==> src/rtl/auction_pkg.sv <==
`default_nettype none
// ============================================================================
// Module      : auction_pkg
// Description : Shared constants and types for the 10-way argmax auction.
// Revision    : 1.0 - initial release
// ============================================================================
package auction_pkg;

    localparam int N_BIDDERS = 10;
    localparam int IDX_W     = 4;

    typedef enum logic [1:0] {
        IDLE    = 2'd0,
        COLLECT = 2'd1,
        ISSUE   = 2'd2
    } coll_state_t;

endpackage : auction_pkg
`default_nettype wire

==> src/rtl/bid_round_timer.sv <==
`default_nettype none
// ============================================================================
// Module      : bid_round_timer
// Description : Round age counter; flags the edge on which a round must close.
// Revision    : 1.0 - initial release
// ============================================================================
module bid_round_timer #(
    parameter int TIMEOUT_CYC = 64
) (
    input  logic clk,
    input  logic rst,
    input  logic i_clear,
    input  logic i_enable,
    output logic o_expire
);

    localparam int                 c_cnt_w = $clog2(TIMEOUT_CYC);
    // Expire while the count is one short, so the close edge is the one
    // that would carry the timer to TIMEOUT_CYC-1.
    localparam logic [c_cnt_w-1:0] c_last  = c_cnt_w'(TIMEOUT_CYC - 2);

    logic [c_cnt_w-1:0] r_count;

    always_ff @(posedge clk) begin
        if (rst) begin
            r_count <= '0;
        end else if (i_clear) begin
            r_count <= '0;
        end else if (i_enable) begin
            r_count <= r_count + 1'b1;
        end
    end

    assign o_expire = i_enable && (r_count == c_last);

endmodule : bid_round_timer
`default_nettype wire

==> src/rtl/bid_collector10.sv <==
`default_nettype none
// ============================================================================
// Module      : bid_collector10
// Description : Serial bid collector; assembles 10-slot rounds for the argmax.
// Revision    : 1.0 - initial release
// ============================================================================
module bid_collector10
    import auction_pkg::*;
#(
    parameter int bW          = 16,
    parameter int TIMEOUT_CYC = 64,
    parameter int RID_W       = 8
) (
    input  logic                 clk,
    input  logic                 rst,
    input  logic                 bid_valid,
    output logic                 bid_ready,
    input  logic [IDX_W-1:0]     bid_id,
    input  logic [bW-1:0]        bid_value,
    output logic [bW-1:0]        bids_out [0:N_BIDDERS-1],
    output logic                 round_valid,
    output logic [N_BIDDERS-1:0] round_mask,
    output logic [RID_W-1:0]     round_id,
    output logic                 win_valid,
    output logic                 err_dup,
    output logic                 err_bad_id
);

    localparam logic [IDX_W-1:0]     c_n_ids     = IDX_W'(N_BIDDERS);
    localparam logic [N_BIDDERS-1:0] c_full_mask = '1;
    localparam logic [N_BIDDERS-1:0] c_bit0      = N_BIDDERS'(1);

    coll_state_t            r_state;
    logic [bW-1:0]          r_slot [0:N_BIDDERS-1];
    logic [N_BIDDERS-1:0]   r_mask;
    logic [RID_W-1:0]       r_round_id;
    logic                   r_round_valid;
    logic                   r_win_valid;
    logic                   r_err_dup;
    logic                   r_err_bad_id;

    logic                   w_xfer;
    logic                   w_legal;
    logic                   w_seen;
    logic                   w_accept;
    logic [N_BIDDERS-1:0]   w_mask_next;
    logic                   w_expire;

    assign bid_ready   = !rst && (r_state != ISSUE);
    assign w_xfer      = bid_valid && bid_ready;
    assign w_legal     = (bid_id < c_n_ids);
    assign w_seen      = w_legal && r_mask[bid_id];
    assign w_accept    = w_xfer && w_legal && !w_seen;
    assign w_mask_next = w_accept ? (r_mask | (c_bit0 << bid_id)) : r_mask;

    bid_round_timer #(
        .TIMEOUT_CYC (TIMEOUT_CYC)
    ) u_timer (
        .clk      (clk),
        .rst      (rst),
        .i_clear  ((r_state == IDLE) && w_accept),
        .i_enable (r_state == COLLECT),
        .o_expire (w_expire)
    );

    always_ff @(posedge clk) begin
        if (rst) begin
            r_state       <= IDLE;
            r_mask        <= '0;
            r_round_id    <= '0;
            r_round_valid <= 1'b0;
            r_win_valid   <= 1'b0;
            r_err_dup     <= 1'b0;
            r_err_bad_id  <= 1'b0;
            for (int i = 0; i < N_BIDDERS; i++) begin
                r_slot[i] <= '0;
            end
        end else begin
            r_err_dup     <= w_xfer && w_legal && w_seen;
            r_err_bad_id  <= w_xfer && !w_legal;
            r_win_valid   <= r_round_valid;
            r_round_valid <= 1'b0;

            case (r_state)
                IDLE: begin
                    if (w_accept) begin
                        r_state <= COLLECT;
                    end
                end
                COLLECT: begin
                    if ((w_mask_next == c_full_mask) || w_expire) begin
                        r_state       <= ISSUE;
                        r_round_valid <= 1'b1;
                    end
                end
                ISSUE: begin
                    r_state    <= IDLE;
                    r_round_id <= r_round_id + 1'b1;
                end
                default: begin
                    r_state <= IDLE;
                end
            endcase

            // Slots stay frozen through ISSUE and are wiped as it ends.
            if (r_state == ISSUE) begin
                r_mask <= '0;
                for (int i = 0; i < N_BIDDERS; i++) begin
                    r_slot[i] <= '0;
                end
            end else if (w_accept) begin
                r_mask         <= w_mask_next;
                r_slot[bid_id] <= bid_value;
            end
        end
    end

    assign bids_out    = r_slot;
    assign round_valid = r_round_valid;
    assign round_mask  = r_mask;
    assign round_id    = r_round_id;
    assign win_valid   = r_win_valid;
    assign err_dup     = r_err_dup;
    assign err_bad_id  = r_err_bad_id;

endmodule : bid_collector10
`default_nettype wire
==> config.mk <==
export PLATFORM = sky130hd
export DESIGN_NAME = bid_collector10
export DESIGN_NICKNAME = d
export VERILOG_FILES = /design/src/rtl/auction_pkg.sv /design/src/rtl/bid_round_timer.sv /design/src/rtl/bid_collector10.sv
export SDC_FILE = /design/constraint.sdc
export NUM_CORES = 1
export LEC_CHECK = 0
export ABC_AREA = 1
export CORE_MARGIN = 1.5
export CORE_UTILIZATION = 42
export CTS_BUF_LIST = sky130_fd_sc_hd__clkbuf_4
export DETAILED_ROUTE_END_ITERATION = 12
export GPL_TIMING_DRIVEN = 0
export PLACE_DENSITY = 0.75
export REMOVE_ABC_BUFFERS = 1
export SYNTH_ARGS = -nofsm -noshare
export SYNTH_HDL_FRONTEND = slang
export SYNTH_SLANG_ARGS = --single-unit
==> constraint.sdc <==
create_clock -name clk -period 2.1 [get_ports clk]
set_input_delay 0.42 -clock clk [delete_from_list [all_inputs] [get_ports clk]]
set_output_delay 0.42 -clock clk [all_outputs]
set_load 0.01 [all_outputs]
==> results_tabular.tex <==
\begin{tabular}{lr}
\hline
Metric & Value \\
\hline
\multicolumn{2}{l}{\textbf{Synth}} \\
Mean area per synthesized cell & 8.55 um2 \\
Library cell occupying the most area in the post-synthesis netlist & sky130\_fd\_sc\_hd\_\_dfxtp\_1 \\
Most used flip-flop cell after synthesis & sky130\_fd\_sc\_hd\_\_dfxtp\_1 \\
Ys Warns & 0 \\
Share of the synthesized area in the top cell type & 56.3\% \\
Leading post-synthesis cells by cell area & sky130\_fd\_sc\_hd\_\_dfxtp\_1 (56\%), sky130\_fd\_sc\_hd\_\_a21oi\_1 (13\%), sky130\_fd\_sc\_hd\_\_o21ai\_0 (11\%) \\
Post-synthesis register bit count & 190 \\
Post-synthesis instance total & 791 \\
Post-synth cell types & 31 \\
Async set-or-reset flop fraction in the synthesized netlist & 0\% \\
Top cell types by occurrence after synthesis & sky130\_fd\_sc\_hd\_\_dfxtp\_1 (190), sky130\_fd\_sc\_hd\_\_a21oi\_1 (174), sky130\_fd\_sc\_hd\_\_o21ai\_0 (142) \\
Seq/Total Area, Yosys & 56.3\% \\
Most numerous cell in the Yosys netlist & sky130\_fd\_sc\_hd\_\_dfxtp\_1 \\
EDFF count, synth & 0 \\
Cell area after synthesis & 0.00676 mm2 \\
\multicolumn{2}{l}{\textbf{Clocking}} \\
Num Clock Sinks & 190 \\
Clock transition at the registers of the reported paths & 170 ps \\
Number of buffers created by CTS & 17 \\
TritonCTS clock tree & done \\
Count of H-tree levels built during CTS & 4 \\
Clock tree buffer depth & 2 \\
Cell at the root of the clock tree & sky130\_fd\_sc\_hd\_\_clkbuf\_4 \\
Clk Latency, worst-skew pair & 590 ps \\
\multicolumn{2}{l}{\textbf{STA}} \\
Fin Hold WS & 386 ps \\
Clock period minus final worst setup slack & 2080 ps \\
Crit share post-route & 98.9\% \\
Transition time of the tightest slew-check pin & 851 ps \\
Peak Freq & 481 MHz \\
Slew margin rel. & 43.2\% \\
Count of endpoints failing hold in the final timing report & 0 \\
Worst setup skew after layout & 29.3 ps \\
Final Max Slew Viols & 0 \\
Number of endpoints failing setup at the final stage & 0 \\
\multicolumn{2}{l}{\textbf{Cells and area}} \\
Fraction of layout cells with a size suffix above 1 & 9.67\% \\
Layout-stage area growth over the synthesis result & 42.9\% \\
Number of standard cells in the final layout excluding fillers & 1220 \\
Net count, final & 1017 \\
Final standard cell area without fillers & 0.00966 mm2 \\
Layout filler cell count & 1361 \\
\multicolumn{2}{l}{\textbf{Floorplan}} \\
I/O pin count & 206 \\
Effective utilization at floorplan & 42.7\% \\
Standard-cell rows & 46 \\
Die width & 130 um \\
Die area & 0.0169 mm2 \\
Area of the core region & 0.0158 mm2 \\
Die Height & 130 um \\
\multicolumn{2}{l}{\textbf{Routing}} \\
Final routed wire length divided by cell count & 18.9 um \\
Residual DRC count & 0 \\
Starting DRC count in detailed routing & 377 \\
Via density & 5.23 \\
Post-route antenna net violation count & 0 \\
Number of detailed-routing iterations run before antenna repair & 5 \\
DR vias & 6381 \\
Routed Wire Length & 23000 um \\
\multicolumn{2}{l}{\textbf{Setup path}} \\
Delay of the slowest critical-path stage & 350 ps \\
Category of cells accounting for the largest share of critical-path delay & simple AND/OR/NAND/NOR gates \\
Cell repeated most along the worst path & sky130\_fd\_sc\_hd\_\_nor2\_4 \\
Cell with the largest stage delay on the worst path & sky130\_fd\_sc\_hd\_\_dfxtp\_2 \\
Required @ worst endpoint & 2570 ps \\
Critical-path cell list & inv\_2 -> nor2\_4 -> nor2\_8 -> buf\_16 -> nand2\_4 -> nor2\_4 -> nand4\_4 -> nor2\_4 -> buf\_12 -> nand2\_8 -> o21ai\_2 -> a21oi\_1 \\
Crit Path Max Fanout & 8 \\
Kind of end point of the critical path & register \\
Buffering stage count on the worst path with inverters included & 3 \\
Reg2Reg Setup Slack & 20 ps \\
Critical path data arrival time & 2550 ps \\
CP Launch Type & register \\
CP Class & register to register \\
\multicolumn{2}{l}{\textbf{Flow run}} \\
Max-capacitance violation count & 0 \\
\multicolumn{2}{l}{\textbf{Place}} \\
Standard cell area after detailed placement & 0.00883 mm2 \\
Routability congestion estimate & 0.888 \\
DPL Wire Length & 12100 um \\
Number of port buffers & 205 \\
Count of placed standard cells including taps & 1164 \\
\multicolumn{2}{l}{\textbf{Pwr}} \\
Power per cell area & 636 mW/mm2 \\
Maximum VDD drop & 0.000408 V \\
Leakage & 3.67 nW \\
\multicolumn{2}{l}{\textbf{GRT}} \\
Number of antenna violations at the first check in global routing & 1 \\
GR peak layer & met2 \\
Via count of the first global-routing pass & 5612 \\
Met1 usage in global routing & 30.5\% \\
All-layer global routing usage & 24.5\% \\
Global-route wire length before repair & 31100 um \\
Largest net degree at the start of global routing & 43 \\
GR met2 Demand/Resource & 38.8\% \\
Met3 track utilization from global routing & 8.20\% \\
Total global routing overflow & 0 \\
\multicolumn{2}{l}{\textbf{Outcome}} \\
Status & finished, final reports clean \\
\multicolumn{2}{l}{\textbf{Hold path}} \\
Hold/Removal Path Class & primary input to register \\
\hline
\end{tabular}
[layer usage]
| layer | part of all wire [%] | vias to the layer above |
|---|---|---|
| met1 | 43 | 2993 |
| li1 | - | 3092 |
| met3 | 8.2 | 43 |
| met2 | 46 | 253 |
| met5 | 0 | - |
| met4 | 3.2 | 0 |
[cell usage in the layout, fill, tap and decap left out, types with 2 or more instances in the layout]
cell type | synthesis | final
sky130_fd_sc_hd__clkinv_1 | 17 | 19
sky130_fd_sc_hd__nor3b_1 | 2 | 2
sky130_fd_sc_hd__bufbuf_16 | 0 | 3
sky130_fd_sc_hd__nor2_4 | 1 | 7
sky130_fd_sc_hd__xor2_1 | 2 | 2
sky130_fd_sc_hd__dlymetal6s2s_1 | 0 | 2
sky130_fd_sc_hd__dfxtp_1 | 190 | 187
sky130_fd_sc_hd__inv_6 | 0 | 9
sky130_fd_sc_hd__ha_1 | 3 | 3
sky130_fd_sc_hd__clkinv_4 | 0 | 4
sky130_fd_sc_hd__a21boi_1 | 2 | 2
sky130_fd_sc_hd__clkbuf_4 | 0 | 18
sky130_fd_sc_hd__buf_4 | 15 | 9
sky130_fd_sc_hd__a21oi_1 | 174 | 171
sky130_fd_sc_hd__clkdlybuf4s50_1 | 0 | 201
sky130_fd_sc_hd__bufinv_16 | 0 | 3
sky130_fd_sc_hd__a21oi_2 | 0 | 3
sky130_fd_sc_hd__nand2_8 | 0 | 4
sky130_fd_sc_hd__o21ai_0 | 142 | 128
sky130_fd_sc_hd__and3_1 | 2 | 2
sky130_fd_sc_hd__inv_1 | 50 | 50
sky130_fd_sc_hd__inv_16 | 0 | 2
sky130_fd_sc_hd__dfxtp_2 | 0 | 3
sky130_fd_sc_hd__o21ai_1 | 27 | 30
sky130_fd_sc_hd__nor2_1 | 28 | 27
sky130_fd_sc_hd__nand4_1 | 8 | 8
sky130_fd_sc_hd__clkinvlp_4 | 0 | 2
sky130_fd_sc_hd__o21ai_2 | 0 | 11
sky130_fd_sc_hd__inv_2 | 13 | 3
sky130_fd_sc_hd__inv_4 | 0 | 2
sky130_fd_sc_hd__nand3_1 | 8 | 7
sky130_fd_sc_hd__nand2_1 | 54 | 52
sky130_fd_sc_hd__nor3_1 | 8 | 8
[report_power, final]
group | switching, mW | internal [mW]
logic | 0.274 | 0.190
clock network | 1.29 | 0.722
registers | 0.0223 | 3.64
[state kept, by name, indices dropped and copies added (netlist names)]
register         cells
bids_out           160
err_bad_id           1
err_dup              1
r_state              2
round_id             8
round_mask          10
round_valid          1
u_timer.r_count      6
win_valid            1
[cells by family after synthesis]
group | synth area share [%]
buffers and inverters | 8.59
AOI/OAI and AO/OA | 26.2
and+or+nand+nor | 8.03
xor gates and xnor gates | 0.389
adders and majority gates | 0.555
DFF | 56.3
[through the flow]
| step | worst slack (ps) | setup TNS [ps] | utilization [%] | power [mW] |
|---|---|---|---|---|
| floorplan | -579 | -53570 | - | 3.92 |
| global placement | -2730 | -383990 | 55.6 | 4.10 |
| detailed placement | -2390 | -301920 | 55.8 | 4.11 |
| CTS | -33.1 | -157 | 59.0 | 6.12 |
| global route | -52.5 | -366 | 61.1 | 6.32 |
| finish | 23.1 | 0 | 61.1 | 6.14 |
[worst reg2reg max path: stages, from the launching register on]
cell                      delay, ps
sky130_fd_sc_hd__dfxtp_2        350
sky130_fd_sc_hd__inv_2           70
sky130_fd_sc_hd__nor2_4          50
sky130_fd_sc_hd__nor2_8         110
sky130_fd_sc_hd__buf_16         150
sky130_fd_sc_hd__nand2_4         80
sky130_fd_sc_hd__nor2_4         170
sky130_fd_sc_hd__nand4_4        190
sky130_fd_sc_hd__nor2_4         260
sky130_fd_sc_hd__buf_12         180
sky130_fd_sc_hd__nand2_8        130
sky130_fd_sc_hd__o21ai_2        180
sky130_fd_sc_hd__a21oi_1         60
[repair_timing]
item,in CTS,in global routing
hold buffers,0,0
hold endpoints to repair,0,0
cloned,7,7
gates resized for setup,25,62
endpoints found under the setup margin,181,165
buffers inserted,3,7
pin swaps,3,7
[final cells by class]
type,instances,area (um2),area share [%]
diodes,1,2.50,0.0259
clock inverters,13,140,1.45
multi-input cells,478,2580,26.7
repair buffers,220,2300,23.8
clock buffers,18,135,1.40
inverters,80,398,4.12
repair inverters,4,37.5,0.388
flip-flops and latches,190,3810,39.4
well taps,216,270,2.80
[path summary, 6_finish.rpt]
check,start,end,depth (start not counted)
max,r_state[1],bids_out[99],12
min,bid_id[1],err_bad_id,5
max reg2reg,r_state[1],bids_out[99],12
min reg2reg,round_valid,win_valid,2
Note: power is estimated with default switching activity, not from simulation.
